**config.mk**
```make
export PLATFORM = sky130hd
export DESIGN_NAME = sfm_cast_in_unpack_flat
export DESIGN_NICKNAME = d
export VERILOG_FILES = /design/src/rtl/sfm_cast_in_unpack_if.sv /design/src/rtl/sfm_cast_in_unpack.sv /design/src/flat_wrapper.sv
export SDC_FILE = /design/constraint.sdc
export NUM_CORES = 1
export LEC_CHECK = 0
export BUFFER_PORTS_ARGS = -buffer_cell sky130_fd_sc_hd__buf_2
export CAP_MARGIN = 0
export CORE_MARGIN = 2
export CORE_UTILIZATION = 47
export DETAILED_ROUTE_END_ITERATION = 6
export MAX_ROUTING_LAYER = met4
export PLACE_DENSITY = 0.8
export SYNTH_ARGS = -nofsm -noshare
export SYNTH_HDL_FRONTEND = slang
export SYNTH_SLANG_ARGS = --single-unit
```
**constraint.sdc**
```tcl
create_clock -name clk_i -period 2.62 [get_ports clk_i]
set_input_delay 0.262 -clock clk_i [delete_from_list [all_inputs] [get_ports clk_i]]
set_output_delay 0.262 -clock clk_i [all_outputs]
set_load 0.01 [all_outputs]
```
**src/rtl/sfm_cast_in_unpack_if.sv**
```systemverilog
// Valid/ready stream bundle carrying data plus a byte strobe.
// Shared by the integer unpacker and its neighbouring stages.
interface hwpe_stream_intf_stream #(
  parameter int unsigned DATA_WIDTH = 32
) ();

  logic                    valid;
  logic                    ready;
  logic [DATA_WIDTH-1:0]   data;
  logic [DATA_WIDTH/8-1:0] strb;

  modport source (
    output valid,
    output data,
    output strb,
    input  ready
  );

  modport sink (
    input  valid,
    input  data,
    input  strb,
    output ready
  );

endinterface

```
**src/rtl/sfm_cast_in_unpack.sv**
```systemverilog
// Splits each packed integer beat into RATIO right-aligned chunks for the int-to-FP cast stage.
// Trailing chunks with an all-zero strobe are skipped; enable_i == 0 turns the block into a wire.
module sfm_cast_in_unpack #(
  parameter int unsigned DATA_WIDTH = 128,
  parameter int unsigned FPFORMAT   = 2,
  parameter int unsigned INT_WIDTH  = 8
) (
  input  logic                   clk_i,
  input  logic                   rst_ni,
  input  logic                   clear_i,
  input  logic                   enable_i,
  hwpe_stream_intf_stream.sink   stream_i,
  hwpe_stream_intf_stream.source stream_o
);

  // Format encoding follows fpnew: FP32, FP64, FP16, FP8, FP16ALT, FP8ALT.
  function automatic int unsigned fp_width(input int unsigned fmt);
    case (fmt)
      0:       return 32;
      1:       return 64;
      2:       return 16;
      3:       return 8;
      4:       return 16;
      5:       return 8;
      default: return 32;
    endcase
  endfunction

  localparam int unsigned FP_WIDTH   = fp_width(FPFORMAT);
  localparam int unsigned RATIO      = (INT_WIDTH < FP_WIDTH) ? FP_WIDTH / INT_WIDTH : 1;
  localparam int unsigned CHUNK      = DATA_WIDTH / RATIO;
  localparam int unsigned CHUNK_STRB = CHUNK / 8;
  localparam int unsigned STRB_WIDTH = DATA_WIDTH / 8;
  localparam int unsigned IDX_WIDTH  = (RATIO > 1) ? $clog2(RATIO) : 1;

  logic [DATA_WIDTH-1:0] buf_data;
  logic [STRB_WIDTH-1:0] buf_strb;
  logic                  busy;
  logic [IDX_WIDTH-1:0]  idx;
  logic [IDX_WIDTH-1:0]  last_idx;
  logic                  on_last;
  logic                  in_hs;
  logic                  out_hs;

  always_comb begin
    last_idx = '0;
    for (int r = 0; r < int'(RATIO); r++) begin
      if (|buf_strb[r*CHUNK_STRB +: CHUNK_STRB]) begin
        last_idx = IDX_WIDTH'(r);
      end
    end
  end

  assign on_last = (idx == last_idx);
  assign out_hs  = busy & stream_o.ready;
  assign in_hs   = enable_i & stream_i.valid & stream_i.ready;

  // Bypass only takes over once the buffer is empty, so a beat caught by a
  // falling enable_i is still drained chunk by chunk with the input held off.
  always_comb begin
    stream_o.valid = busy;
    stream_o.data  = '0;
    stream_o.strb  = '0;
    stream_o.data[CHUNK-1:0]      = buf_data[idx*CHUNK +: CHUNK];
    stream_o.strb[CHUNK_STRB-1:0] = buf_strb[idx*CHUNK_STRB +: CHUNK_STRB];
    if (enable_i) begin
      stream_i.ready = ~clear_i & (~busy | (stream_o.ready & on_last));
    end else if (busy) begin
      stream_i.ready = 1'b0;
    end else begin
      stream_i.ready = stream_o.ready;
      stream_o.valid = stream_i.valid;
      stream_o.data  = stream_i.data;
      stream_o.strb  = stream_i.strb;
    end
  end

  // A new beat loaded on the last chunk's handshake overrides the release of busy.
  always_ff @(posedge clk_i) begin
    if (!rst_ni || clear_i) begin
      buf_data <= '0;
      buf_strb <= '0;
      busy     <= 1'b0;
      idx      <= '0;
    end else begin
      if (out_hs) begin
        if (on_last) begin
          busy <= 1'b0;
          idx  <= '0;
        end else begin
          idx  <= idx + IDX_WIDTH'(1);
        end
      end
      if (in_hs) begin
        buf_data <= stream_i.data;
        buf_strb <= stream_i.strb;
        busy     <= 1'b1;
        idx      <= '0;
      end
    end
  end

endmodule

```
**src/flat_wrapper.sv**
```systemverilog
// flat-port wrapper written by rule: the top's interface ports become plain ports
module sfm_cast_in_unpack_flat 
#(
  parameter int unsigned DATA_WIDTH = 128,
  parameter int unsigned FPFORMAT   = 2,
  parameter int unsigned INT_WIDTH  = 8
)
  (clk_i, rst_ni, clear_i, enable_i, stream_i_valid, stream_i_data, stream_i_strb, stream_i_ready, stream_o_valid, stream_o_data, stream_o_strb, stream_o_ready);
  hwpe_stream_intf_stream #(.DATA_WIDTH(DATA_WIDTH)) stream_i_i ();
  hwpe_stream_intf_stream #(.DATA_WIDTH(DATA_WIDTH)) stream_o_i ();
  input  logic clk_i;
  input  logic rst_ni;
  input  logic clear_i;
  input  logic enable_i;
  input wire logic [$bits(stream_i_i.valid)-1:0] stream_i_valid;
  input wire logic [$bits(stream_i_i.data)-1:0] stream_i_data;
  input wire logic [$bits(stream_i_i.strb)-1:0] stream_i_strb;
  output wire logic [$bits(stream_i_i.ready)-1:0] stream_i_ready;
  output wire logic [$bits(stream_o_i.valid)-1:0] stream_o_valid;
  output wire logic [$bits(stream_o_i.data)-1:0] stream_o_data;
  output wire logic [$bits(stream_o_i.strb)-1:0] stream_o_strb;
  input wire logic [$bits(stream_o_i.ready)-1:0] stream_o_ready;
  assign stream_i_i.valid = stream_i_valid;
  assign stream_i_i.data = stream_i_data;
  assign stream_i_i.strb = stream_i_strb;
  assign stream_i_ready = stream_i_i.ready;
  assign stream_o_valid = stream_o_i.valid;
  assign stream_o_data = stream_o_i.data;
  assign stream_o_strb = stream_o_i.strb;
  assign stream_o_i.ready = stream_o_ready;
  sfm_cast_in_unpack #(.DATA_WIDTH(DATA_WIDTH), .FPFORMAT(FPFORMAT), .INT_WIDTH(INT_WIDTH)) u_core (.clk_i(clk_i), .rst_ni(rst_ni), .clear_i(clear_i), .enable_i(enable_i), .stream_i(stream_i_i), .stream_o(stream_o_i));
endmodule
```
# ---- Word level (Yosys, flattened, before mapping)
# Index checks and enable logic that the tools add are counted.
dict set report totals {
  in_bits 150
  out_inout_bits 146
  elab_cells 36
  ff_bits 146
}
dict set report classes {
  bitwise 8
  mux 13
  n_shift 2
  n_reduce_logical 7
  n_addsub 1
  eq_ne 1
}
# cell n
set op_table {}
lappend op_table {{two-way mux 128 bit} 2}
lappend op_table {{variable part select 128 x 8 -> 64 bit} 1}
lappend op_table {{two-way mux 16 bit} 2}
lappend op_table {{variable part select 16 x 5 -> 8 bit} 1}
lappend op_table {{two-way mux 1 bit} 9}
lappend op_table {{OR reduction 8 bit} 1}
lappend op_table {{AND 1 bit} 5}
lappend op_table {{nonzero test 2 bit} 2}
lappend op_table {{NOT 1 bit} 2}
lappend op_table {{AND reduction 2 bit} 1}
lappend op_table {{OR reduction 2 bit} 1}
lappend op_table {{adder 1 bit (second input constant)} 1}
lappend op_table {{== test 1 bit} 1}
lappend op_table {{zero test 1 bit} 1}
lappend op_table {{logical OR 1 bit} 1}
lappend op_table {{OR 1 bit} 1}

# ---- Longest topological paths before layout
dict set report logic_depth {
  depth_word 10
  mapped_depth 10
  ltp_nobuf 6
}

# ---- Least setup slack after synthesis
# OpenSTA, ideal clock, no wires.
dict set report synth_path {
  path_kind {flip-flop to flip-flop}
  from {register u_core.idx}
  to {register u_core.buf_data[59]}
  required_time_ns 2.500
  t_arrival_ns 2.023
  synth_period_minus_slack_ns 2.142
  setup_time_ns 0.120
  path_buffers 5
  stages_incl_launch_ff 11
  slack_ns 0.478
  path_cell_list {dfxtp_1 > buf_2 > buf_2 > inv_1 > ha_1 > a21bo_1 > and3_1 > buf_2 > buf_6 > buf_6 > mux2i_1}
}
dict set report synth_via {
  elab_chain_len 6
}
# item line_no
set synth_lines {}
lappend synth_lines {{from (decl)} sfm_cast_in_unpack.sv:39} ;# logic [IDX_WIDTH-1:0] idx;
lappend synth_lines {{from (signal assigned)} sfm_cast_in_unpack.sv:91} ;# idx <= idx + IDX_WIDTH'(1);
lappend synth_lines {{== test 1 bit} sfm_cast_in_unpack.sv:54} ;# assign on_last = (idx == last_idx);
lappend synth_lines {{AND 1 bit} sfm_cast_in_unpack.sv:67} ;# stream_i.ready = ~clear_i & (~busy | (stream_o.ready & on_last));
lappend synth_lines {{OR 1 bit} sfm_cast_in_unpack.sv:67}
lappend synth_lines {{AND 1 bit} sfm_cast_in_unpack.sv:67}
lappend synth_lines {{two-way mux 1 bit} sfm_cast_in_unpack.sv:66} ;# if (enable_i) begin
lappend synth_lines {{AND 1 bit} sfm_cast_in_unpack.sv:56} ;# assign in_hs = enable_i & stream_i.valid & stream_i.ready;
lappend synth_lines {{to (signal assigned)} sfm_cast_in_unpack.sv:95} ;# buf_data <= stream_i.data;
lappend synth_lines {{to (decl)} sfm_cast_in_unpack.sv:36} ;# logic [DATA_WIDTH-1:0] buf_data;
# No other way between the ends.
# A chain may end at the register's enable or synchronous reset.

# ---- Worst setup path after layout
dict set report layout_path {
  from {register u_core.buf_strb[12]}
  to {register u_core.buf_data[79]}
}
dict set report layout_via {
  elab_chain_len 8
}
# item line_no
set layout_lines {}
lappend layout_lines {{from (decl)} sfm_cast_in_unpack.sv:37} ;# logic [STRB_WIDTH-1:0] buf_strb;
lappend layout_lines {{from (signal assigned)} sfm_cast_in_unpack.sv:96} ;# buf_strb <= stream_i.strb;
lappend layout_lines {{OR reduction 8 bit} sfm_cast_in_unpack.sv:48} ;# if (|buf_strb[r*CHUNK_STRB +: CHUNK_STRB]) begin
lappend layout_lines {{two-way mux 1 bit} sfm_cast_in_unpack.sv:48}
lappend layout_lines {{== test 1 bit} sfm_cast_in_unpack.sv:54}
lappend layout_lines {{AND 1 bit} sfm_cast_in_unpack.sv:67}
lappend layout_lines {{OR 1 bit} sfm_cast_in_unpack.sv:67}
lappend layout_lines {{AND 1 bit} sfm_cast_in_unpack.sv:67}
lappend layout_lines {{two-way mux 1 bit} sfm_cast_in_unpack.sv:66}
lappend layout_lines {{AND 1 bit} sfm_cast_in_unpack.sv:56}
# No other way between the ends.

==> impl_metrics.env <==
export IMPL_status="completed"
export IMPL_ys_types=21
export IMPL_dp_hpwl_microns=13280
export IMPL_antenna_left=0
export IMPL_critPathKind="flip-flop to flip-flop"
export IMPL_gr_usage_all_layers=0.2216
export IMPL_die_w_microns=132.4
export IMPL_detailedRoute_firstPassIterationCount=4
export IMPL_rsz0062_at_grt="no"
export IMPL_grt_antenna_before_repair=0
export IMPL_gr_total_overflow=0
export IMPL_num_rows=46
export IMPL_nFillCells=1420
export IMPL_via_count=7064
export IMPL_drcViolationCount=0
export IMPL_path_delay_family="simple AND/OR/NAND/NOR gates"
export IMPL_cts_resized=0
export IMPL_cp_slowest_cell="nor4_1"
export IMPL_leakage_nw=4.067
export IMPL_core_sq_um=16000
export IMPL_worstPathArrival_ns=2.59
export IMPL_die_area_sq_um=17540
export IMPL_first_global_vias=6670
export IMPL_drive_gt1_frac=0.2784
export IMPL_drt_initial_drc_count=273
export IMPL_synth_nets=1117
export IMPL_synth_main_ff_cell="dfxtp_1"
export IMPL_power_mw=5.403
export IMPL_viasPerCell=4.902
export IMPL_layout_commonest_cell="nand2_1"
export IMPL_cts_made_buffers=17
export IMPL_chipHeight_microns=132.4
export IMPL_r2r_start="u_core.buf_strb[12]"
export IMPL_report_final_slew_viol_count=0
export IMPL_cp_end_kind="flip-flop"
export IMPL_clock_root_buffer="clkbuf_16"
export IMPL_cts_tree="done"
export IMPL_placed_area_sq_um=9305
export IMPL_diodes=0
export IMPL_post_cts_setup_buffer_count=0
export IMPL_grt_pass1_wl_microns=31110
export IMPL_cp_data_required_time_ns=2.96
export IMPL_synth_area_sq_um=7754
export IMPL_yosysWarnings=0
export IMPL_wl_microns=19180
export IMPL_crit_chain="nor4_1, nand2_1, ha_1, a21bo_1, and3_4, buf_12, mux2i_1"
export IMPL_clock_sinks=146
export IMPL_cp_startpoint="u_core.buf_strb[12]"
export IMPL_yosysSeqAreaShare=0.3770
export IMPL_cts_hold_buffers=0
export IMPL_initial_utilization=0.4846
export IMPL_drv_cap=0
export IMPL_skew_ns=0.006061
export IMPL_wl_per_cell_microns=13.31
export IMPL_clk_path_buf_depth=2
export IMPL_crit_buf_inv=1
export IMPL_period_minus_slack_ns=2.257
export IMPL_holdCritStartpoint="stream_i_data[102]"
export IMPL_hp_class="input pin to flip-flop"
export IMPL_post_route_period_util=0.8615
export IMPL_portBuffers=295
export IMPL_netlist_instances=966
export IMPL_path_clk_slew_ns=0.06
export IMPL_synth_edf_count=0
export IMPL_synthArstFlopShare=0
export IMPL_slowest_delay_ns=0.39
export IMPL_avgSynthCellArea_sq_um=8.027
export IMPL_clkLatencyLatePin_ns=0.42
export IMPL_max_slew_worst_pin_slew_ns=0.6265
export IMPL_whs_ns=0.09577
export IMPL_grt_max_degree=156
export IMPL_slew_headroom=0.5824
export IMPL_layout_common_cells="nand2_1, buf_2, mux2i_1"
export IMPL_ys_ff_latch=146
export IMPL_vdd_ir_drop_max_mv=0.4392
export IMPL_finalSetupViolCount=0
export IMPL_design_area_sq_um=9897
export IMPL_h_tree_depth=4
export IMPL_nets=1363
export IMPL_fin_setup_tns_ns=0
export IMPL_area_growth_pct=27.64
export IMPL_path_max_fanout=63
export IMPL_fmax_mhz=443.0
export IMPL_ios=296
export IMPL_crit_path_start_kind="flip-flop"
export IMPL_gp_congestion=0.8288
export IMPL_power_density_nw_per_um2=546.0
export IMPL_hold_viol=0
[stage by stage]
step	worst slack, ns	std cells	utilization
detailed placement	0.3998	1409	0.5816
floorplan	0.4779	966	-
finish	0.3629	1441	0.6185
global placement	0.5129	1409	0.5816
global route	0.2611	1441	0.6185
CTS	0.3769	1441	0.6185
[registers in the layout (all words and copies together) (netlist names)]
| name | flops |
|---|---|
| u_core.buf_data | 128 |
| u_core.busy | 1 |
| u_core.idx | 1 |
| u_core.buf_strb | 16 |
[tightest hold or removal path, stage by stage]
cell	delay (ns)
buf_2	0.10
nand2_1	0.05
mux2i_1	0.05
[logic make-up (layout without fill, tap and decap cells)]
| family | after synthesis | after routing | synth area share |
|---|---|---|---|
| simple gates | 444 | 444 | 0.2411 |
| fa+ha+maj | 1 | 1 | 0.001613 |
| mux | 217 | 217 | 0.2801 |
| flops | 146 | 146 | 0.3770 |
| buf+inv | 81 | 340 | 0.04954 |
| compound gates | 77 | 77 | 0.05067 |
[routing by layer]
| layer | up-vias | track usage | wire length, microns |
|---|---|---|---|
| li1 | 3650 | - | - |
| met4 | 0 | 0.06272 | 272 |
| met2 | 225 | 0.3748 | 9309 |
| met5 | - | - | 0 |
| met3 | 22 | 0.06130 | 1176 |
| met1 | 3167 | 0.2579 | 8416 |
[synth_stat cells (2+ instances only)]
cell / n / area (sq um)
nand2_1: 363 / 1363
mux2i_1: 217 / 2172
dfxtp_1: 146 / 2923
o21ai_0: 73 / 365.4
and2_1: 72 / 450.4
clkbuf_1: 44 / 165.2
buf_2: 28 / 140.1
buf_6: 6 / 67.56
a21oi_1: 2 / 10.01
inv_1: 2 / 7.510
nor2b_1: 2 / 12.51
nor4_1: 2 / 12.51
[final timing paths]
kind                                to  slack (ns)  cells after the start
setup / recovery   u_core.buf_data[79]        0.36                      7
hold / removal    u_core.buf_data[102]         0.1                      3
setup reg to reg   u_core.buf_data[79]        0.36                      7
hold reg to reg    u_core.buf_data[56]        0.46                      2
[power by group]
| part | switching [mW] | internal (mW) |
|---|---|---|
| Clock | 0.906 | 1.50 |
| Sequential | 0.0170 | 2.25 |
| Combinational | 0.417 | 0.314 |
| Total | 1.34 | 4.06 |
[cell type report]
| type | instances | area (sq um) | share of cell area |
|---|---|---|---|
| clock buffer | 23 | 488.0 | 0.04930 |
| clock inverter | 9 | 103.9 | 0.01049 |
| inverter | 2 | 7.507 | 0.0007585 |
| multi-input combinational | 739 | 4467 | 0.4513 |
| sequential | 146 | 2927 | 0.2957 |
| tap | 216 | 270.3 | 0.02731 |
| timing repair buffer | 306 | 1634 | 0.1651 |
Note: power is estimated with default switching activity, not from simulation.
